## config.mk

```make
export PLATFORM = sky130hd
export DESIGN_NAME = mem_sched
export DESIGN_NICKNAME = d
export VERILOG_FILES = /design/src/rtl/mem_sched_pkg.sv /design/src/rtl/mem_sched_hold.sv /design/src/rtl/mem_sched.sv
export SDC_FILE = /design/constraint.sdc
export NUM_CORES = 1
export LEC_CHECK = 0
export CELL_PAD_IN_SITES_DETAIL_PLACEMENT = 1
export CELL_PAD_IN_SITES_GLOBAL_PLACEMENT = 1
export CORE_ASPECT_RATIO = 0.9
export CORE_MARGIN = 4
export CORE_UTILIZATION = 28
export CTS_BUF_LIST = sky130_fd_sc_hd__clkbuf_4
export DETAILED_ROUTE_END_ITERATION = 10
export GPL_TIMING_DRIVEN = 0
export PLACE_DENSITY_LB_ADDON = 0.1
export RECOVER_POWER = 100
export REMOVE_ABC_BUFFERS = 1
export SYNTH_ARGS = -nofsm -noshare
export SYNTH_HDL_FRONTEND = slang
export SYNTH_SLANG_ARGS = --single-unit
```

## constraint.sdc

```tcl
create_clock -name ms_clk -period 2.9 [get_ports ms_clk]
set_input_delay 0.435 -clock ms_clk [delete_from_list [all_inputs] [get_ports ms_clk]]
set_output_delay 0.435 -clock ms_clk [all_outputs]
set_load 0.01 [all_outputs]
```

## src/rtl/mem_sched_pkg.sv

```systemverilog
// mem_sched_pkg: shared widths for the memory scheduler
package mem_sched_pkg;
  localparam int MS_DWIDTH = 32;
  localparam int MS_AWIDTH_MEM = 32;
  localparam int MS_MASK_W = 4;
endpackage

```

## src/rtl/mem_sched_hold.sv

```systemverilog
// mem_sched_hold: load-enabled register of a deferred lane-2 op with sync clear
module mem_sched_hold
  import mem_sched_pkg::*;
#(
  parameter int DWIDTH = MS_DWIDTH,
  parameter int AWIDTH_MEM = MS_AWIDTH_MEM
) (
  input  logic                  clk,
  input  logic                  rst,
  input  logic                  ld,
  input  logic                  d_we,
  input  logic [MS_MASK_W-1:0]  d_mask,
  input  logic [AWIDTH_MEM-1:0] d_addr,
  input  logic [DWIDTH-1:0]     d_wdata,
  output logic                  q_we,
  output logic [MS_MASK_W-1:0]  q_mask,
  output logic [AWIDTH_MEM-1:0] q_addr,
  output logic [DWIDTH-1:0]     q_wdata
);
  always_ff @(posedge clk) begin
    if (rst) begin
      q_we <= 1'b0;
      q_mask <= '0;
      q_addr <= '0;
      q_wdata <= '0;
    end else if (ld) begin
      q_we <= d_we;
      q_mask <= d_mask;
      q_addr <= d_addr;
      q_wdata <= d_wdata;
    end
  end
endmodule

```

## src/rtl/mem_sched.sv

```systemverilog
// mem_sched: dual-lane scheduler onto a dual-port memory, serializing same-address hazards
module mem_sched
  import mem_sched_pkg::*;
#(
  parameter int DWIDTH = MS_DWIDTH,
  parameter int AWIDTH_MEM = MS_AWIDTH_MEM,
  parameter int CNT_W = 16
) (
  input  logic                  ms_clk,
  input  logic                  ms_rst,
  input  logic                  ms_i_req_1,
  input  logic                  ms_i_we_1,
  input  logic [MS_MASK_W-1:0]  ms_i_mask_1,
  input  logic [AWIDTH_MEM-1:0] ms_i_addr_1,
  input  logic [DWIDTH-1:0]     ms_i_wdata_1,
  input  logic                  ms_i_req_2,
  input  logic                  ms_i_we_2,
  input  logic [MS_MASK_W-1:0]  ms_i_mask_2,
  input  logic [AWIDTH_MEM-1:0] ms_i_addr_2,
  input  logic [DWIDTH-1:0]     ms_i_wdata_2,
  output logic                  ms_o_ack_1,
  output logic                  ms_o_ack_2,
  output logic                  ms_o_busy,
  output logic                  ms_o_rvalid_1,
  output logic [DWIDTH-1:0]     ms_o_rdata_1,
  output logic                  ms_o_rvalid_2,
  output logic [DWIDTH-1:0]     ms_o_rdata_2,
  output logic                  ms_o_ce,
  output logic                  ms_o_wr_en_1,
  output logic [MS_MASK_W-1:0]  ms_o_mask_1,
  output logic [AWIDTH_MEM-1:0] ms_o_addr_1,
  output logic [DWIDTH-1:0]     ms_o_wdata_1,
  output logic                  ms_o_wr_en_2,
  output logic [MS_MASK_W-1:0]  ms_o_mask_2,
  output logic [AWIDTH_MEM-1:0] ms_o_addr_2,
  output logic [DWIDTH-1:0]     ms_o_wdata_2,
  input  logic [DWIDTH-1:0]     ms_i_load_data_1,
  input  logic [DWIDTH-1:0]     ms_i_load_data_2,
  output logic [CNT_W-1:0]      ms_o_conflict_cnt
);
  typedef enum logic {RUN, REPLAY} state_t;
  state_t state, state_nxt;
  logic conflict, run, rep, act_1, act_2, hold_ld;
  logic h_we, p2_we;
  logic [MS_MASK_W-1:0] h_mask, p2_mask;
  logic [AWIDTH_MEM-1:0] h_addr, p2_addr;
  logic [DWIDTH-1:0] h_wdata, p2_wdata, rd_q_1, rd_q_2;
  assign conflict = ms_i_req_1 & ms_i_req_2 & (ms_i_addr_1 == ms_i_addr_2) & (ms_i_we_1 | ms_i_we_2);
  assign hold_ld = run & conflict;
  mem_sched_hold #(.DWIDTH(DWIDTH), .AWIDTH_MEM(AWIDTH_MEM)) u_hold (
    .clk(ms_clk),
    .rst(ms_rst),
    .ld(hold_ld),
    .d_we(ms_i_we_2),
    .d_mask(ms_i_mask_2),
    .d_addr(ms_i_addr_2),
    .d_wdata(ms_i_wdata_2),
    .q_we(h_we),
    .q_mask(h_mask),
    .q_addr(h_addr),
    .q_wdata(h_wdata)
  );
  always_ff @(posedge ms_clk) begin
    if (ms_rst) state <= RUN;
    else state <= state_nxt;
  end
  always_comb begin
    run = (state == RUN) & ~ms_rst;
    rep = (state == REPLAY) & ~ms_rst;
    state_nxt = hold_ld ? REPLAY : RUN;
    ms_o_busy = rep;
    ms_o_ack_1 = run & ms_i_req_1;
    ms_o_ack_2 = run & ms_i_req_2;
    act_1 = run & ms_i_req_1;
    act_2 = rep | (run & ms_i_req_2 & ~conflict);
    p2_we = rep ? h_we : ms_i_we_2;
    p2_mask = rep ? h_mask : ms_i_mask_2;
    p2_addr = rep ? h_addr : ms_i_addr_2;
    p2_wdata = rep ? h_wdata : ms_i_wdata_2;
    ms_o_ce = act_1 | act_2;
    ms_o_wr_en_1 = act_1 & ms_i_we_1;
    ms_o_mask_1 = act_1 ? ms_i_mask_1 : '0;
    ms_o_addr_1 = act_1 ? ms_i_addr_1 : '0;
    ms_o_wdata_1 = act_1 ? ms_i_wdata_1 : '0;
    ms_o_wr_en_2 = act_2 & p2_we;
    ms_o_mask_2 = act_2 ? p2_mask : '0;
    ms_o_addr_2 = act_2 ? p2_addr : '0;
    ms_o_wdata_2 = act_2 ? p2_wdata : '0;
  end
  // Read data is live on the memory bus in the return cycle and held afterwards
  assign ms_o_rdata_1 = ms_o_rvalid_1 ? ms_i_load_data_1 : rd_q_1;
  assign ms_o_rdata_2 = ms_o_rvalid_2 ? ms_i_load_data_2 : rd_q_2;
  always_ff @(posedge ms_clk) begin
    if (ms_rst) begin
      ms_o_rvalid_1 <= 1'b0;
      ms_o_rvalid_2 <= 1'b0;
      rd_q_1 <= '0;
      rd_q_2 <= '0;
      ms_o_conflict_cnt <= '0;
    end else begin
      ms_o_rvalid_1 <= act_1 & ~ms_o_wr_en_1;
      ms_o_rvalid_2 <= act_2 & ~ms_o_wr_en_2;
      rd_q_1 <= ms_o_rdata_1;
      rd_q_2 <= ms_o_rdata_2;
      if (hold_ld && !(&ms_o_conflict_cnt)) ms_o_conflict_cnt <= ms_o_conflict_cnt + 1'b1;
    end
  end
endmodule

```

==> results of run 1 <==
[synth_stat cells (3+ instances only)]
cell                       count
sky130_fd_sc_hd__dfxtp_1     152
sky130_fd_sc_hd__o21ai_0      76
sky130_fd_sc_hd__nand2_1      75
sky130_fd_sc_hd__a22o_1       70
sky130_fd_sc_hd__and3_1       70
sky130_fd_sc_hd__nand2b_1     68
sky130_fd_sc_hd__nor2b_1      67
sky130_fd_sc_hd__mux2_2       64
sky130_fd_sc_hd__clkbuf_1     57
sky130_fd_sc_hd__xnor2_1      29
sky130_fd_sc_hd__a21oi_1      11
sky130_fd_sc_hd__nand4_1      11
sky130_fd_sc_hd__or3_1        11
sky130_fd_sc_hd__buf_2         7
sky130_fd_sc_hd__nand3_1       7
sky130_fd_sc_hd__buf_1         6
sky130_fd_sc_hd__inv_1         6
sky130_fd_sc_hd__nor3_1        6
sky130_fd_sc_hd__and4_1        4
sky130_fd_sc_hd__buf_4         4
sky130_fd_sc_hd__and2_1        3
sky130_fd_sc_hd__nor2_1        3
sky130_fd_sc_hd__or4_1         3
sky130_fd_sc_hd__xor2_1        3
[cell usage in the layout (no fill, tap or decap), types with 13 or more instances in the layout]
master,instances
sky130_fd_sc_hd__clkdlybuf4s50_1,291
sky130_fd_sc_hd__dfxtp_1,150
sky130_fd_sc_hd__o21ai_0,76
sky130_fd_sc_hd__nand2_1,75
sky130_fd_sc_hd__a22o_1,70
sky130_fd_sc_hd__and3_1,70
sky130_fd_sc_hd__buf_2,70
sky130_fd_sc_hd__nand2b_1,68
sky130_fd_sc_hd__nor2b_1,66
sky130_fd_sc_hd__mux2_2,44
sky130_fd_sc_hd__dlygate4sd2_1,30
sky130_fd_sc_hd__xnor2_1,25
sky130_fd_sc_hd__clkbuf_2,21
sky130_fd_sc_hd__mux2_1,20
sky130_fd_sc_hd__clkbuf_4,17
sky130_fd_sc_hd__buf_6,14
sky130_fd_sc_hd__buf_4,13
[through the flow]
| stage | TNS (ps) | utilization, % |
|---|---|---|
| finish | 0 | 47.4 |
| global route | -12.7 | 47.4 |
| CTS | -39.5 | 47.3 |
| detailed placement | -125340 | 46.4 |
| global placement | -2505420 | 45.4 |
| floorplan | -336340 | - |
[routing by layer]
metal  vias up  share of wire (%)  global-route usage [%]  routed length, um
met5         -              0.090                       0                 27
li1       3739                  -                       -                  -
met2       252                 48                    32.9              14400
met4         4               0.88                    4.33                262
met1      3639                 42                    23.0              12500
met3        20                9.1                    8.08               2720
[cell type report]
class	count	area (sq um)	share of cell area (%)
repair buffers	464	4350	35.2
multi-input cells	601	4190	33.9
flip-flops and latches	152	3050	24.6
well taps	348	435	3.52
clock inverters	15	198	1.60
clock buffers	17	128	1.03
inverters	6	22.5	0.182
diodes	1	2.50	0.0202
[sequential cells by signal, indices dropped and copies added (netlist names), 4 cells and up]
| name | count |
|---|---|
| u_hold.q_wdata | 32 |
| ms_o_conflict_cnt | 16 |
| rd_q_2 | 32 |
| rd_q_1 | 32 |
| u_hold.q_addr | 32 |
| u_hold.q_mask | 4 |
[logic make-up after synthesis]
kind of cell    share of synthesized area, %
xor+xnor                                3.76
mux                                     9.81
compound gates                          15.4
fa+ha+maj                              0.168
buf+inv                                 4.35
simple gates                            25.7
flops                                   40.9
[worst register-to-register path, cell delays in order (launching register included)]
cell,delay [ps]
sky130_fd_sc_hd__dfxtp_1,390
sky130_fd_sc_hd__ha_1,240
sky130_fd_sc_hd__and4_1,270
sky130_fd_sc_hd__and4_4,220
sky130_fd_sc_hd__nor3_1,170
sky130_fd_sc_hd__nand4_1,500
sky130_fd_sc_hd__or3_1,540
sky130_fd_sc_hd__a21oi_1,150
[power by group through the flow]
| stage | registers [mW] | clock network, mW | logic [mW] |
|---|---|---|---|
| floorplan | 2.18 | 0 | 0.305 |
| global placement | 2.19 | 0 | 0.978 |
| detailed placement | 2.19 | 0 | 0.985 |
| CTS | 2.14 | 1.53 | 0.971 |
| global route | 2.14 | 1.62 | 1.03 |
| finish | 2.14 | 1.46 | 0.964 |
[final timing paths]
path	slack, ps	endpoint	cells past startpoint	startpoint
setup reg to reg	360	ms_o_conflict_cnt[4]	7	ms_o_conflict_cnt[0]
setup / recovery	90	ms_o_addr_1[29]	7	ms_rst
hold reg to reg	480	u_hold.q_wdata[30]	2	u_hold.q_wdata[30]
hold / removal	110	u_hold.q_addr[17]	3	ms_i_addr_2[17]
[what timing repair did]
action | in CTS | in global routing
gates resized for setup | 390 | 57
cloned | 4 | 1
buffers inserted | 15 | 8
setup endpoints to repair | 111 | 122
pin swaps | 24 | 22
==> flow_summary.yaml, run 1 <==
layout:
  areaGrowthSynthToFinish_pct: 66.3
  layout_filler_cell_count: 3006
  final_layout_size_suffix_gt1_share_pct: 18.5
  design.final.nets: 1449
  finish.cell_count_without_fillers: 1604
  post-route-cell-area_sq_um: 12400
worst_setup_path:
  critical_path_peak_fanout: 117
  peak_per_stage_delay_on_the_critical_path_ps: 560
  timing.setup.critical_path_class: "in2out"
  timing.critical_path.mode_cell: "sky130_fd_sc_hd__buf_6"
  required_ps: 2470
  critical_path.startpoint_type: "input pin"
  crit_buf_inv: 5
  critical-path-slowest-cell: "sky130_fd_sc_hd__clkdlybuf4s50_1"
  worstSetupEndpointType: "primary output"
  worstPathCellList: "buf_6, buf_16, nor2_4, buf_6, clkbuf_16, and3_1, clkdlybuf4s50_1"
  critPathArrivalTime_ps: 2380
  cpLargestDelayFamily: "buffers and inverters"
sta:
  final-max-slew-violation-count: 0
  timing.final.hold_violations: 0
  clock.fmax_ghz: 0.356
  layout_setup_ws_ps: 88.9
  final.setup_skew_ps: 18.3
  period_minus_slack_ps: 2810
  slew-limit-headroom_pct: 60.5
  setup_viol_count_final: 0
  tightestPinTransition_ps: 593
  finalCritPeriodShare_pct: 96.9
  hold_ws_ps: 105
grt:
  grt_pass1_wl_mm: 45.2
  global_route.usage.total_pct: 19.4
  number_of_antenna_violations_at_the_first_check_in_global_routing: 3
  grt_pass1_vias: 7921
  grt_max_degree: 118
  grt_overflow_total: 0
synthesis:
  yosysWarnings: 0
  synth_flop_cell: "sky130_fd_sc_hd__dfxtp_1"
  synth_top_cells_by_area: "sky130_fd_sc_hd__dfxtp_1 41%, sky130_fd_sc_hd__mux2_2 9.7%, sky130_fd_sc_hd__a22o_1 8.2%, sky130_fd_sc_hd__and3_1 5.9%, sky130_fd_sc_hd__nand2b_1 5.7%"
  syn-instance-count: 832
  syn_avg_cell_area_sq_um: 8.95
  synth_top_cell_area_share_pct: 40.9
  post_synth_edffs: 0
  syn_area_sq_um: 7450
  yosys_register_bits: 152
  synth.lib_cells_used.distinct: 39
  synth_async_sr_flop_share_pct: 0
  synth_area_leader_cell: "sky130_fd_sc_hd__dfxtp_1"
  yosysSeqAreaShare_pct: 40.9
floorplan:
  row_count: 56
  core_area_sq_um: 26100
  ios: 430
  die-height_um: 163
  dieArea_sq_um: 29300
  die_width_um: 180
  initial_cell_density_of_the_core_pct: 28.5
drt:
  initialDrtViolationCount: 302
  drc: 0
  detailroute.via_count: 7654
  routed_wire_length_per_instance_um: 18.7
  number_of_nets_still_failing_antenna_checks_after_routing: 0
  drtPass1Iterations: 4
  wirelength_mm: 29.9
  vias_per_cell: 4.77
clocking:
  clockRootBuffer: "sky130_fd_sc_hd__clkbuf_4"
  cts_num_sinks: 152
  tritoncts_buffers: 17
  insertion_delay_ps: 570
  cts.reportedPaths.clkPinSlew_ps: 170
  cts_max_path_buffers: 2
  cts.hold.buffers_added: 0
  cts_tree: "done"
  h-tree-depth: 4
power:
  power-per-cell-area_nw_per_um2: 368
  worst_ir_drop_vdd_mv: 0.160
  total_power_mw: 4.56
  power_frac_clock_pct: 31.9
  p_seq_share_pct: 46.9
  internal-power_mw: 3.20
  fraction_of_power_consumed_by_combinational_cells_pct: 21.2
  static-leakage-power_nw: 5.10
  power.switching_fraction_pct: 29.8
  net_switching_power_mw: 1.36
placed_design:
  place.detailed.instances: 1544
  placement_stage_worst_setup_slack_ps: -1300
  buffer_ports.inserted: 429
  routability_congestion_estimate_from_global_placement: 0.750
  postPlaceCellArea_sq_um: 12100
  dp_hpwl_mm: 21.8
outcome:
  outcome: "complete, no violations"
run:
  cap_viol_max_count: 0
min_path:
  timing.hold.worst.class: "in2reg"
(Power assumes the default switching activity.)
==> run 2, diff against run 1 <==
--- a/config.mk
+++ b/config.mk
@@ -7,15 +7,16 @@
 export LEC_CHECK = 0
 export CELL_PAD_IN_SITES_DETAIL_PLACEMENT = 1
 export CELL_PAD_IN_SITES_GLOBAL_PLACEMENT = 1
-export CORE_ASPECT_RATIO = 0.9
-export CORE_MARGIN = 4
-export CORE_UTILIZATION = 28
-export CTS_BUF_LIST = sky130_fd_sc_hd__clkbuf_4
+export CORE_AREA = 4 4 164 166
+export CTS_BUF_LIST = sky130_fd_sc_hd__clkbuf_4 sky130_fd_sc_hd__clkbuf_8
 export DETAILED_ROUTE_END_ITERATION = 10
+export DIE_AREA = 0 0 168 170
+export DONT_BUFFER_PORTS = 1
 export GPL_TIMING_DRIVEN = 0
 export PLACE_DENSITY_LB_ADDON = 0.1
 export RECOVER_POWER = 100
 export REMOVE_ABC_BUFFERS = 1
+export SKIP_LAST_GASP = 1
 export SYNTH_ARGS = -nofsm -noshare
 export SYNTH_HDL_FRONTEND = slang
 export SYNTH_SLANG_ARGS = --single-unit
==> run 2 against run 1 <==
Effect of this change:
- largest cell class is now multi-input gates
- cell area decreased by 34%
- die area decreased by 2.4%
- clock skew is 4.1 ps lower
- sequential power about the same
- power shrank 11%
- combinational power decreased by 62%
- maximum frequency grew 1.7%
- non-clock buffer count decreased by 451
- critical endpoint is now ms_o_addr_2[17]
==> flow_summary.yaml, run 2 (synthesis results as in run 1) <==
min_path:
  timing.hold.worst.class: "in2reg"
  hold_depth: 1
  worstHoldEndpoint: "ms_o_rvalid_1"
  hold_start: "ms_i_we_1"
layout:
  design.final.nets: 998
  finish.cell_count_without_fillers: 1138
  final_layout_size_suffix_gt1_share_pct: 7.47
  areaGrowthSynthToFinish_pct: 9.63
  final_core_utilization_pct: 31.9
  footprint_of_the_flip_flops_and_latches_sq_um: 3040
  multi_input_area_sq_um: 4140
  highest_count_cells_in_the_layout_ignoring_fill_and_taps: "152 x sky130_fd_sc_hd__dfxtp_1, 76 x sky130_fd_sc_hd__o21ai_0, 74 x sky130_fd_sc_hd__nand2_1, 70 x sky130_fd_sc_hd__a22o_1, 70 x sky130_fd_sc_hd__and3_1"
  diodes: 0
  final_common_cell: "sky130_fd_sc_hd__dfxtp_1"
  layout_filler_cell_count: 2963
worst_setup_path:
  timing.rr.end: "ms_o_conflict_cnt[0]"
  critical_path.startpoint_type: "input pin"
  timing.setup.critical_path_class: "in2out"
  required_ps: 2470
  critical_path_peak_fanout: 28
  critical_path.reg2reg.startpoint: "ms_o_conflict_cnt[0]"
  worstSetupEndpointType: "primary output"
  critPathArrivalTime_ps: 2330
  reg2regPathDepth: 9
  worst_reg_to_reg_setup_slack_ps: 260
sta:
  layout_setup_ws_ps: 135
  final-max-slew-violation-count: 0
  totalNegativeSetupSlack_ps: 0
  tightestPinTransition_ps: 1490
  finalCritPeriodShare_pct: 95.3
  final.setup_skew_ps: 14.1
  clock.fmax_ghz: 0.362
  timing.final.hold_violations: 0
  setup_viol_count_final: 0
  period_minus_slack_ps: 2760
  slew-limit-headroom_pct: 0.678
  grt_setup_unrepaired: "no"
floorplan:
  die-height_um: 170
  die_width_um: 168
  dieArea_sq_um: 28600
  core_area_sq_um: 25600
  ios: 430
  initial_cell_density_of_the_core_pct: 29.1
  row_count: 59
power:
  p_seq_share_pct: 52.9
  static-leakage-power_nw: 3.12
  power-per-cell-area_nw_per_um2: 495
  total_power_mw: 4.04
  power.switching_fraction_pct: 28.0
  worst_ir_drop_vdd_mv: 0.201
  internal-power_mw: 2.91
  net_switching_power_mw: 1.13
  fraction_of_power_consumed_by_combinational_cells_pct: 9.1
  power_frac_clock_pct: 38.0
clocking:
  cts_max_path_buffers: 2
  cts_tree: "done"
  tritoncts_buffers: 17
  clockRootBuffer: "sky130_fd_sc_hd__clkbuf_8"
  cts.reportedPaths.clkPinSlew_ps: 90
  insertion_delay_ps: 450
  cts.hold.buffers_added: 0
  cts_num_sinks: 152
  h-tree-depth: 4
drt:
  number_of_nets_still_failing_antenna_checks_after_routing: 0
  wirelength_mm: 25.5
  drtPass1Iterations: 4
  vias_per_cell: 5.27
  detailroute.via_count: 5993
  drc: 0
  initialDrtViolationCount: 234
  routed_wire_length_per_instance_um: 22.4
run:
  cap_viol_max_count: 0
grt:
  grt_pass1_vias: 6476
  grt_overflow_total: 0
  grt_max_degree: 153
  grt_pass1_wl_mm: 38.8
  global_route.usage.total_pct: 17.0
  number_of_antenna_violations_at_the_first_check_in_global_routing: 0
placed_design:
  place.detailed.instances: 1099
  dp_hpwl_mm: 18.3
  buffer_ports.inserted: 0
  routability_congestion_estimate_from_global_placement: 0.759
  placement_stage_worst_setup_slack_ps: -587
outcome:
  outcome: "complete, no violations"
-- run 2: cell types whose count changed in the layout (fill, tap and decap cells not counted), moves of 18 or more --
| cell | delta |
|---|---|
| sky130_fd_sc_hd__dlygate4sd2_1 | -30 |
| sky130_fd_sc_hd__clkbuf_8 | +18 |
| sky130_fd_sc_hd__buf_2 | -70 |
| sky130_fd_sc_hd__clkdlybuf4s50_1 | -291 |
| sky130_fd_sc_hd__clkbuf_2 | -20 |
| sky130_fd_sc_hd__mux2_1 | +34 |
| sky130_fd_sc_hd__mux2_2 | -34 |
-- run 2: layout make-up --
cell class,count,share of cell area [%]
tap,335,5.13
inverter,6,0.276
multi-input combinational,601,50.7
sequential,152,37.3
clock buffer,18,3.03
clock inverter,13,1.41
timing repair buffer,13,2.18
-- run 2: per-stage QoR --
stage,hold slack [ps],instance area (sq um)
after global placement,456,7560
after global routing,16.2,8160
after detailed placement,467,7740
final,52.5,8160
after floorplan,442,7140
after CTS,16.9,8180
-- run 2: routing by layer --
layer | track usage, % | vias to the layer above | wire, um
met5 | 0 | - | 0
met4 | 4.69 | 0 | 371
met3 | 6.71 | 22 | 2470
met2 | 28.2 | 258 | 12200
met1 | 20.5 | 2891 | 10400
li1 | - | 2822 | -
-- run 2: how the worst max path moves through the flow --
stage               startpoint              end  slack [ps]
2_1_floorplan           ms_rst   ms_o_addr_2[0]       -2870
4_1_cts         ms_i_addr_2[3]  ms_o_addr_2[17]          50
3_3_place_gp            ms_rst  ms_o_addr_2[25]       -6580
6_report       ms_i_addr_2[29]  ms_o_addr_2[17]         140
5_1_grt          ms_o_rvalid_1  ms_o_rdata_1[2]          20
3_5_place_dp    ms_i_addr_2[3]  ms_o_addr_2[17]        -590
-- run 2: worst max-delay path: stages --
cell,delay [ps]
sky130_fd_sc_hd__xnor2_1,310
sky130_fd_sc_hd__nand4_1,260
sky130_fd_sc_hd__nor4_1,350
sky130_fd_sc_hd__buf_4,200
sky130_fd_sc_hd__a31oi_4,110
sky130_fd_sc_hd__buf_12,220
sky130_fd_sc_hd__buf_16,170
sky130_fd_sc_hd__a22o_1,250
-- run 2: timing repair --
action                     CTS  global route
pin swaps                    2             0
setup endpoints to repair   71            20
buffers inserted             5             2
cloned                       1             0
gates resized for setup      4             1
-- run 2: power groups by stage --
stage	Combinational, mW	Clock, mW	Sequential, mW
6_report	0.367	1.54	2.14
3_5_place_dp	0.379	0	2.19
5_1_grt	0.396	1.71	2.14
3_3_place_gp	0.375	0	2.18
4_1_cts	0.389	1.63	2.14
2_1_floorplan	0.305	0	2.18
